[src/rtl/conv_relu_pool.sv]
// -----------------------------------------------------------------------------
// conv_relu_pool
//
// Downstream stage of the 3x3 convolution controller. Serial fp16 conv results
// arrive four per 4x4 ifmap tile. Each result optionally goes through ReLU. Each
// group of four is then reduced to one 2x2 max-pool value. Pooled values are
// buffered in a small FIFO that a valid/ready consumer drains.
//
// Build option:
//   CONV_POOL_RELU_EN  defined   -> ReLU (negative -> 16'h0000), unsigned max
//                                   on bits [14:0]
//                      undefined -> no ReLU, signed fp16 max by bit pattern
//
// Parameters:
//   FIFO_DEPTH  pooled-value FIFO entries (power of two, >= 2)
//   GROUP_SIZE  conv results per pooling window (must be 4)
//
// Ports:
//   clk        system clock, rising edge
//   rst_n      asynchronous active-low reset
//   in_valid   conv result strobe (controller dout_valid), no backpressure
//   in_data    fp16 conv result
//   conv_done  end-of-layer pulse from the controller
//   out_valid  FIFO non-empty
//   out_data   fp16 pooled value at the FIFO head
//   out_ready  consumer accepts out_data
//   pool_cnt   pooled values pushed since reset (wraps at 2^16)
//   overflow   sticky: a pooled value was dropped because the FIFO was full
//   partial    sticky: conv_done arrived with 1-3 results pending
// -----------------------------------------------------------------------------
module conv_relu_pool #(
    parameter int FIFO_DEPTH = 8,
    parameter int GROUP_SIZE = 4
) (
    input  logic        clk,
    input  logic        rst_n,
    input  logic        in_valid,
    input  logic [15:0] in_data,
    input  logic        conv_done,
    output logic        out_valid,
    output logic [15:0] out_data,
    input  logic        out_ready,
    output logic [15:0] pool_cnt,
    output logic        overflow,
    output logic        partial
);

    localparam int PTR_W = (FIFO_DEPTH > 1) ? $clog2(FIFO_DEPTH) : 1;
    localparam int CNT_W = PTR_W + 1;
    localparam logic [1:0] LAST_IDX = 2'(GROUP_SIZE - 1);
    localparam logic [CNT_W-1:0] FULL_CNT = CNT_W'(FIFO_DEPTH);
    localparam logic [CNT_W-1:0] ONE_CNT = CNT_W'(1);

    generate
        if (GROUP_SIZE != 4) begin : g_bad_group
            $error("conv_relu_pool: GROUP_SIZE must be 4");
        end
        if (FIFO_DEPTH < 2 || (FIFO_DEPTH & (FIFO_DEPTH - 1)) != 0) begin : g_bad_depth
            $error("conv_relu_pool: FIFO_DEPTH must be a power of two >= 2");
        end
    endgenerate

    function automatic logic [15:0] reluOf(input logic [15:0] v);
`ifdef CONV_POOL_RELU_EN
        return v[15] ? 16'h0000 : v;
`else
        return v;
`endif
    endfunction

    // Max of two fp16 bit patterns. NaN/Inf are ordered purely by their bits.
    function automatic logic [15:0] maxOf(input logic [15:0] a, input logic [15:0] b);
`ifdef CONV_POOL_RELU_EN
        return (b[14:0] > a[14:0]) ? b : a;
`else
        if (a[15] != b[15]) begin
            return a[15] ? b : a;
        end else if (!a[15]) begin
            return (b[14:0] > a[14:0]) ? b : a;
        end else begin
            return (b[14:0] < a[14:0]) ? b : a;
        end
`endif
    endfunction

    // Group accumulation state
    logic [1:0]  grpCnt_q, grpCnt_d;
    logic [15:0] acc_q, acc_d;
    logic        pushValid_q, pushValid_d;
    logic [15:0] pushData_q, pushData_d;
    logic        partial_q, partial_d;

    // FIFO state
    logic [15:0]      mem [FIFO_DEPTH];
    logic [PTR_W-1:0] rdPtr_q, rdPtr_d, wrPtr_q, wrPtr_d, rdNext;
    logic [CNT_W-1:0] count_q, count_d;
    logic [15:0]      outData_q, outData_d;
    logic [15:0]      poolCnt_q, poolCnt_d;
    logic             overflow_q, overflow_d;

    logic [15:0] inRelu, merged;
    logic        pop, push, full, drop;

    // Accumulate each accepted input. The fourth one produces the pooled value,
    // which is staged one cycle before it reaches the FIFO. The counter wraps on
    // that same edge, so the next group can start with no gap.
    // conv_done is evaluated after the current input is folded in. A group that
    // just completed therefore leaves nothing pending, and no partial is flagged.
    always_comb begin
        inRelu      = reluOf(in_data);
        merged      = (grpCnt_q == 2'd0) ? inRelu : maxOf(acc_q, inRelu);
        grpCnt_d    = grpCnt_q;
        acc_d       = acc_q;
        pushValid_d = 1'b0;
        pushData_d  = pushData_q;
        partial_d   = partial_q;
        if (in_valid) begin
            acc_d = merged;
            if (grpCnt_q == LAST_IDX) begin
                grpCnt_d    = 2'd0;
                pushValid_d = 1'b1;
                pushData_d  = merged;
            end else begin
                grpCnt_d = grpCnt_q + 2'd1;
            end
        end
        if (conv_done && grpCnt_d != 2'd0) begin
            grpCnt_d  = 2'd0;
            partial_d = 1'b1;
        end
    end

    // FIFO control. A push into a full FIFO is still accepted when a pop happens
    // in the same cycle. The head register is refilled from storage, or from the
    // incoming value when the FIFO is about to be empty. When the FIFO drains,
    // the head register keeps the last value.
    always_comb begin
        pop        = (count_q != '0) && out_ready;
        full       = (count_q == FULL_CNT);
        push       = pushValid_q && (!full || pop);
        drop       = pushValid_q && full && !pop;
        rdNext     = rdPtr_q + 1'b1;
        rdPtr_d    = pop ? rdNext : rdPtr_q;
        wrPtr_d    = push ? wrPtr_q + 1'b1 : wrPtr_q;
        count_d    = count_q;
        if (push && !pop) begin
            count_d = count_q + ONE_CNT;
        end else if (pop && !push) begin
            count_d = count_q - ONE_CNT;
        end
        outData_d  = outData_q;
        if (pop && count_q > ONE_CNT) begin
            outData_d = mem[rdNext];
        end else if (push && (count_q == '0 || (pop && count_q == ONE_CNT))) begin
            outData_d = pushData_q;
        end
        poolCnt_d  = push ? poolCnt_q + 16'd1 : poolCnt_q;
        overflow_d = overflow_q | drop;
    end

    always_ff @(posedge clk or negedge rst_n) begin
        if (!rst_n) begin
            grpCnt_q    <= 2'd0;
            acc_q       <= 16'h0000;
            pushValid_q <= 1'b0;
            pushData_q  <= 16'h0000;
            partial_q   <= 1'b0;
            rdPtr_q     <= '0;
            wrPtr_q     <= '0;
            count_q     <= '0;
            outData_q   <= 16'h0000;
            poolCnt_q   <= 16'h0000;
            overflow_q  <= 1'b0;
        end else begin
            grpCnt_q    <= grpCnt_d;
            acc_q       <= acc_d;
            pushValid_q <= pushValid_d;
            pushData_q  <= pushData_d;
            partial_q   <= partial_d;
            rdPtr_q     <= rdPtr_d;
            wrPtr_q     <= wrPtr_d;
            count_q     <= count_d;
            outData_q   <= outData_d;
            poolCnt_q   <= poolCnt_d;
            overflow_q  <= overflow_d;
        end
    end

    // Storage needs no reset; only entries covered by count_q are ever read.
    always_ff @(posedge clk) begin
        if (push) begin
            mem[wrPtr_q] <= pushData_q;
        end
    end

    assign out_valid = (count_q != '0);
    assign out_data  = outData_q;
    assign pool_cnt  = poolCnt_q;
    assign overflow  = overflow_q;
    assign partial   = partial_q;

endmodule

[config.mk]
export PLATFORM = sky130hd
export DESIGN_NAME = conv_relu_pool
export DESIGN_NICKNAME = d
export VERILOG_FILES = /design/src/rtl/conv_relu_pool.sv
export SDC_FILE = /design/constraint.sdc
export NUM_CORES = 1
export LEC_CHECK = 0
export CAP_MARGIN = 20
export CORE_MARGIN = 4
export CORE_UTILIZATION = 41
export CTS_CLUSTER_DIAMETER = 60
export DETAILED_ROUTE_END_ITERATION = 8
export PLACE_DENSITY = 0.71
export SYNTH_ARGS = -nofsm -noshare
export SYNTH_HDL_FRONTEND = slang
export SYNTH_SLANG_ARGS = --single-unit
[constraint.sdc]
create_clock -name clk -period 3.1 [get_ports clk]
set_input_delay 0.93 -clock clk [delete_from_list [all_inputs] [get_ports clk]]
set_output_delay 0.93 -clock clk [all_outputs]
set_load 0.02 [all_outputs]
==> results.sh, run 1 <==
export IMPL_cts_root_buf="clkbuf_16"
export IMPL_rrSetupSlack_ns=0.67
export IMPL_start_util=0.4185
export IMPL_clk_insertion_delay_late_ns=0.50
export IMPL_post_route_min_period_ns=2.984
export IMPL_synth_most_common_cell="edfxtp_1"
export IMPL_cp_endpoint="out_valid"
export IMPL_multi_input_area_mm2=0.003446
export IMPL_fin_crit_sh=0.9626
export IMPL_htree_levels=1
export IMPL_die_y_um=160.3
export IMPL_finalInstanceArea_mm2=0.01153
export IMPL_detailed_place_hpwl_um=13420
export IMPL_synthTopCellsByCount="128 x edfxtp_1, 79 x dfrtp_1, 67 x nand2_1, 56 x o21ai_0, 34 x nor2_1"
export IMPL_synth_avg_cell_area_um2=13.40
export IMPL_numCtsBuffers=23
export IMPL_ff2ff_path_depth=10
export IMPL_power_switching_share=0.3190
export IMPL_finClkSkew_ns=0.01960
export IMPL_slew_violations=0
export IMPL_synthArstFlopShare=0.3816
export IMPL_antenna_cells=0
export IMPL_clockBufferDepth=3
export IMPL_cp_arrival_ns=2.05
export IMPL_power_density_mw_per_mm2=845.1
export IMPL_clkPwrFrac=0.282
export IMPL_p_comb_frac=0.316
export IMPL_grt_pass1_wl_um=33200
export IMPL_via_per_inst=5.516
export IMPL_grt_max_degree=55
export IMPL_routed_wl_um=20310
export IMPL_cap_violations=0
export IMPL_ys_ff_latch=207
export IMPL_intPower_mw=6.638
export IMPL_crit_start="count_q[0]$_DFFE_PN0P_"
export IMPL_cp_start_kind="register"
export IMPL_crit_fanout=6
export IMPL_cts_reportedPaths_clkPinSlew_ns=0.06
export IMPL_gp_congestion=0.8448
export IMPL_worst_slack_ns=0.1158
export IMPL_antenna_found_initial=0
export IMPL_synth_edf_count=128
export IMPL_status="completed"
export IMPL_io_buffers=55
export IMPL_num_fill_cells=1914
export IMPL_area_delta_synth_final_pct=21.35
export IMPL_drt_iter0_drc=435
export IMPL_synth_area_mm2=0.009504
export IMPL_synthFlopType="edfxtp_1"
export IMPL_core_area_mm2=0.02271
export IMPL_required_ns=2.17
export IMPL_vdd_ir_drop_worst_v=0.0004467
export IMPL_worstMarginPinSlew_ns=0.7317
export IMPL_setup_tns_ns=0
export IMPL_num_vias=6128
export IMPL_grt_pass1_vias=6036
export IMPL_critPathCaptureType="output port"
export IMPL_syn_inst=709
export IMPL_die_w_um=160.3
export IMPL_synth_top_area_cell="edfxtp_1"
export IMPL_firstDrtPassIters=4
export IMPL_p_sw_mw=3.109
export IMPL_r2r_end="pushData_q[13]$_DFFE_PN0P_"
export IMPL_synth_warning_count=0
export IMPL_yosysSeqAreaShare=0.6124
export IMPL_seqPwrFrac=0.403
export IMPL_max_slew_margin=0.5122
export IMPL_antenna_left=0
export IMPL_power_leakage_nw=4.388
export IMPL_synth_distinct_cells=55
export IMPL_max_freq_mhz=335.1
export IMPL_drcViolationCount=0
export IMPL_dpl_cell_area_mm2=0.01075
export IMPL_ff_latch_area_mm2=0.005822
export IMPL_critical_path_class="reg2out"
export IMPL_nets=857
export IMPL_ys_top_cells_by_area="edfxtp_1 40%, dfrtp_1 21%, mux4_2 7.6%"
export IMPL_regToRegStartpoint="acc_q[10]$_DFFE_PN0P_"
export IMPL_grt_usage=0.1572
export IMPL_syn_num_nets=756
export IMPL_rsz0062_at_grt="false"
export IMPL_grt_overflow_total=0
export IMPL_synth_top_cell_area_share=0.4044
export IMPL_setup_violations=0
export IMPL_post_route_util=0.5079
export IMPL_io_pins=56
export IMPL_p_total_mw=9.747
export IMPL_cts_sinks=207
export IMPL_cts_tree="built"
export IMPL_hold_path_class="reg2reg"
export IMPL_drive_gt1_frac=0.1768
export IMPL_final_hold_viol_count=0
export IMPL_rows=55
export IMPL_post_drt_wl_per_cell_um=18.28
export IMPL_dp_worst_setup_slack_ns=-0.2703
export IMPL_die_area_mm2=0.02568
==> kinds of logic after synthesis <==
logic type,share of synthesized area
AO/OA/AOI/OAI,0.1216
XOR/XNOR,0.02212
adder cells (fa/ha/maj),0.03423
buffers and inverters,0.02975
flip-flops,0.6124
multiplexers,0.09926
AND/OR/NAND/NOR,0.08057
==> sequential cells by signal, indices dropped and copies added, names as in the netlist <==
name,count
mem,128
acc_q,16
out_data,16
pool_cnt,16
pushData_q,16
count_q,4
rdPtr_q,3
wrPtr_q,3
grpCnt_q,2
overflow,1
partial,1
pushValid_q,1
==> metal layers <==
layer  share of wire  vias to the layer above  track usage
li1                -                     2934            -
met1            0.45                     3003       0.2291
met2            0.48                      166       0.2545
met3           0.060                       25      0.02348
met4           0.013                        0      0.02972
met5               0                        -            0
==> worst max-delay path, cell delays in order, from the launching register on <==
cell and delay [ns]:
dfrtp_1 0.44, inv_1 0.11, ha_1 0.19, or3b_1 0.45, dlygate4sd2_1 0.38
==> final cells by class <==
class | count | area share
repair buffers | 116 | 0.08928
clock buffers | 33 | 0.05934
multi-input cells | 436 | 0.2988
well taps | 285 | 0.03092
inverters | 26 | 0.008462
clock inverters | 8 | 0.008462
flip-flops and latches | 207 | 0.5048
==> cells in the final DEF (no fill, tap or decap), types with 15 or more instances in the layout <==
cell type / count
edfxtp_1: 128
dfrtp_1: 78
nand2_1: 67
buf_4: 60
o21ai_0: 56
clkdlybuf4s50_1: 53
nor2_1: 33
mux4_2: 32
ha_1: 26
inv_1: 24
clkbuf_16: 24
a21oi_1: 21
mux2i_1: 20
nor3_1: 15
o31ai_1: 15
==> power groups by stage <==
| stage | combinational [mW] | sequential, mW | clock, mW |
|---|---|---|---|
| CTS | 3.12 | 3.93 | 2.81 |
| detailed placement | 3.10 | 3.98 | 0 |
| finish | 3.08 | 3.92 | 2.75 |
| floorplan | 2.09 | 3.93 | 0 |
| global placement | 3.04 | 3.94 | 0 |
| global route | 3.39 | 4.00 | 2.93 |
==> worst min path at each step <==
stage                              to  cells past startpoint              startpoint  slack [ns]
2_1_floorplan  rdPtr_q[2]$_DFFE_PN0P_                      1  rdPtr_q[2]$_DFFE_PN0P_        0.46
3_3_place_gp      partial$_DFFE_PN0P_                      1     partial$_DFFE_PN0P_        0.45
3_5_place_dp      partial$_DFFE_PN0P_                      1     partial$_DFFE_PN0P_        0.45
4_1_cts           partial$_DFFE_PN0P_                      1     partial$_DFFE_PN0P_        0.47
5_1_grt           partial$_DFFE_PN0P_                      1     partial$_DFFE_PN0P_        0.48
6_report          partial$_DFFE_PN0P_                      1     partial$_DFFE_PN0P_        0.46
==> repair_timing <==
action / in CTS / in global routing
gates resized for setup: 1 / 0
buffers inserted: 0 / 0
hold buffers: 0 / 0
setup endpoints to repair: 1 / 0
==> stage by stage <==
stage	instances	hold WS (ns)
2_1_floorplan	709	0.4640
3_3_place_gp	1070	0.4471
3_5_place_dp	1070	0.4489
4_1_cts	1111	0.4663
5_1_grt	1111	0.4811
6_report	1111	0.4611
Power figures use the tool's default switching activity.
==> inputs of run 2 (changes only) <==
CTS_BUF_LIST = sky130_fd_sc_hd__clkbuf_8   (was unset)
==> results.sh, run 2 (synthesized netlist as in run 1, its figures left out) <==
export IMPL_cts_resized_gates=1
export IMPL_max_freq_mhz=332.0
export IMPL_vdd_ir_drop_worst_v=0.0005018
export IMPL_hold_path_class="reg2reg"
export IMPL_crit_fanout=6
export IMPL_critPathCaptureType="output port"
export IMPL_die_area_mm2=0.02568
export IMPL_grt_overflow_total=0
export IMPL_rows=55
export IMPL_die_w_um=160.3
export IMPL_routed_wl_um=20340
export IMPL_cap_violations=0
export IMPL_numCtsBuffers=35
export IMPL_worstMarginPinSlew_ns=0.7363
export IMPL_die_y_um=160.3
export IMPL_crit_start="count_q[0]$_DFFE_PN0P_"
export IMPL_max_slew_margin=0.5091
export IMPL_io_buffers=55
export IMPL_num_vias=6203
export IMPL_setup_tns_ns=0
export IMPL_cp_start_kind="register"
export IMPL_power_density_mw_per_mm2=817.4
export IMPL_cts_root_buf="clkbuf_8"
export IMPL_rrSetupSlack_ns=0.69
export IMPL_finClkSkew_ns=0.03047
export IMPL_power_leakage_nw=4.385
export IMPL_antenna_cells=0
export IMPL_slew_violations=0
export IMPL_drive_gt1_frac=0.1828
export IMPL_drcViolationCount=0
export IMPL_grt_max_degree=55
export IMPL_dp_worst_setup_slack_ns=-0.2703
export IMPL_final_hold_viol_count=0
export IMPL_post_route_util=0.5031
export IMPL_antenna_left=0
export IMPL_htree_levels=2
export IMPL_grt_pass1_wl_um=33230
export IMPL_grt_pass1_vias=6137
export IMPL_post_route_min_period_ns=3.012
export IMPL_largest_register_ffs=128
export IMPL_final_cell_mix="128 x edfxtp_1, 78 x dfrtp_1, 67 x nand2_1"
export IMPL_required_ns=2.17
export IMPL_antenna_found_initial=0
export IMPL_clockBufferDepth=3
export IMPL_status="completed"
export IMPL_critical_path_class="reg2out"
export IMPL_cts_sinks=207
export IMPL_met3_usage=0.03303
export IMPL_io_pins=56
export IMPL_area_delta_synth_final_pct=20.22
export IMPL_core_area_mm2=0.02271
export IMPL_firstDrtPassIters=5
export IMPL_num_fill_cells=1955
export IMPL_cts_tree="built"
export IMPL_hold_buffers=0
export IMPL_met1_usage=0.2247
export IMPL_globalRoute_busiestLayer="met2"
export IMPL_regToRegStartpoint="acc_q[6]$_DFFE_PN0P_"
export IMPL_rsz0062_at_grt="false"
export IMPL_cts_reportedPaths_clkPinSlew_ns=0.06
export IMPL_detailed_place_hpwl_um=13420
export IMPL_drt_iter0_drc=561
export IMPL_post_drt_wl_per_cell_um=17.95
export IMPL_cp_arrival_ns=2.08
export IMPL_grt_util_met2=0.2518
export IMPL_cts_setup_buffers=0
export IMPL_clk_insertion_delay_late_ns=0.53
export IMPL_setup_violations=0
export IMPL_via_per_inst=5.475
export IMPL_worst_slack_ns=0.08835
export IMPL_nets=869
export IMPL_min_delay_start="partial$_DFFE_PN0P_"
export IMPL_regMostFlops="mem"
export IMPL_dpl_cell_area_mm2=0.01075
export IMPL_final_common_cell="edfxtp_1"
export IMPL_finalInstanceArea_mm2=0.01143
export IMPL_start_util=0.4185
export IMPL_gp_congestion=0.8448
export IMPL_fin_crit_sh=0.9715
export IMPL_grt_usage=0.1586
## run 2: cell types whose count changed in the layout (fill, tap and decap cells not counted), sizes merged
cell | previous run | this run
clkbuf | 33 | 36
inv | 27 | 36
clkinv | 4 | 14
## run 2: worst max-delay path: stages (launching register included)
cell and delay [ns]:
dfrtp_1 0.44, inv_1 0.11, ha_1 0.19, or3b_1 0.45, dlygate4sd2_1 0.38
## run 2: stage by stage
stage          instances  power, mW  hold WS, ns
2_1_floorplan        709      6.019       0.4640
3_3_place_gp        1070      6.984       0.4471
3_5_place_dp        1070      7.078       0.4489
4_1_cts             1133      9.451       0.4650
5_1_grt             1133      9.930       0.4797
6_report            1133      9.339       0.4595
## run 2: area by class of cell
class	count	area, µm²	area share
flip-flops and latches	207	5822	0.5095
multi-input cells	436	3446	0.3016
repair buffers	116	1030	0.09012
clock buffers	36	495.5	0.04336
well taps	285	356.6	0.03121
clock inverters	27	178.9	0.01566
inverters	26	97.59	0.008541
## run 2: where the power goes
| group | internal (mW) | switching (mW) |
|---|---|---|
| clock network | 1.26 | 1.09 |
| registers | 3.46 | 0.464 |
| logic | 1.48 | 1.59 |
| total | 6.19 | 3.14 |
## run 2: metal layers
metal,wire (µm),up-vias,share of wire
met5,0,-,0
met3,1184,30,0.058
li1,-,2969,-
met1,9207,3015,0.45
met4,314,0,0.015
met2,9629,189,0.47
## run 2: path summary, 6_finish.rpt
kind / end / depth (start not counted)
worst max-delay path: out_valid / 4
min in group asynchronous: acc_q[14]$_DFFE_PN0P_ / 1
worst min-delay path: partial$_DFFE_PN0P_ / 1
worst max register to register: acc_q[10]$_DFFE_PN0P_ / 10
max in group asynchronous: pushData_q[11]$_DFFE_PN0P_ / 2
worst min register to register: partial$_DFFE_PN0P_ / 1
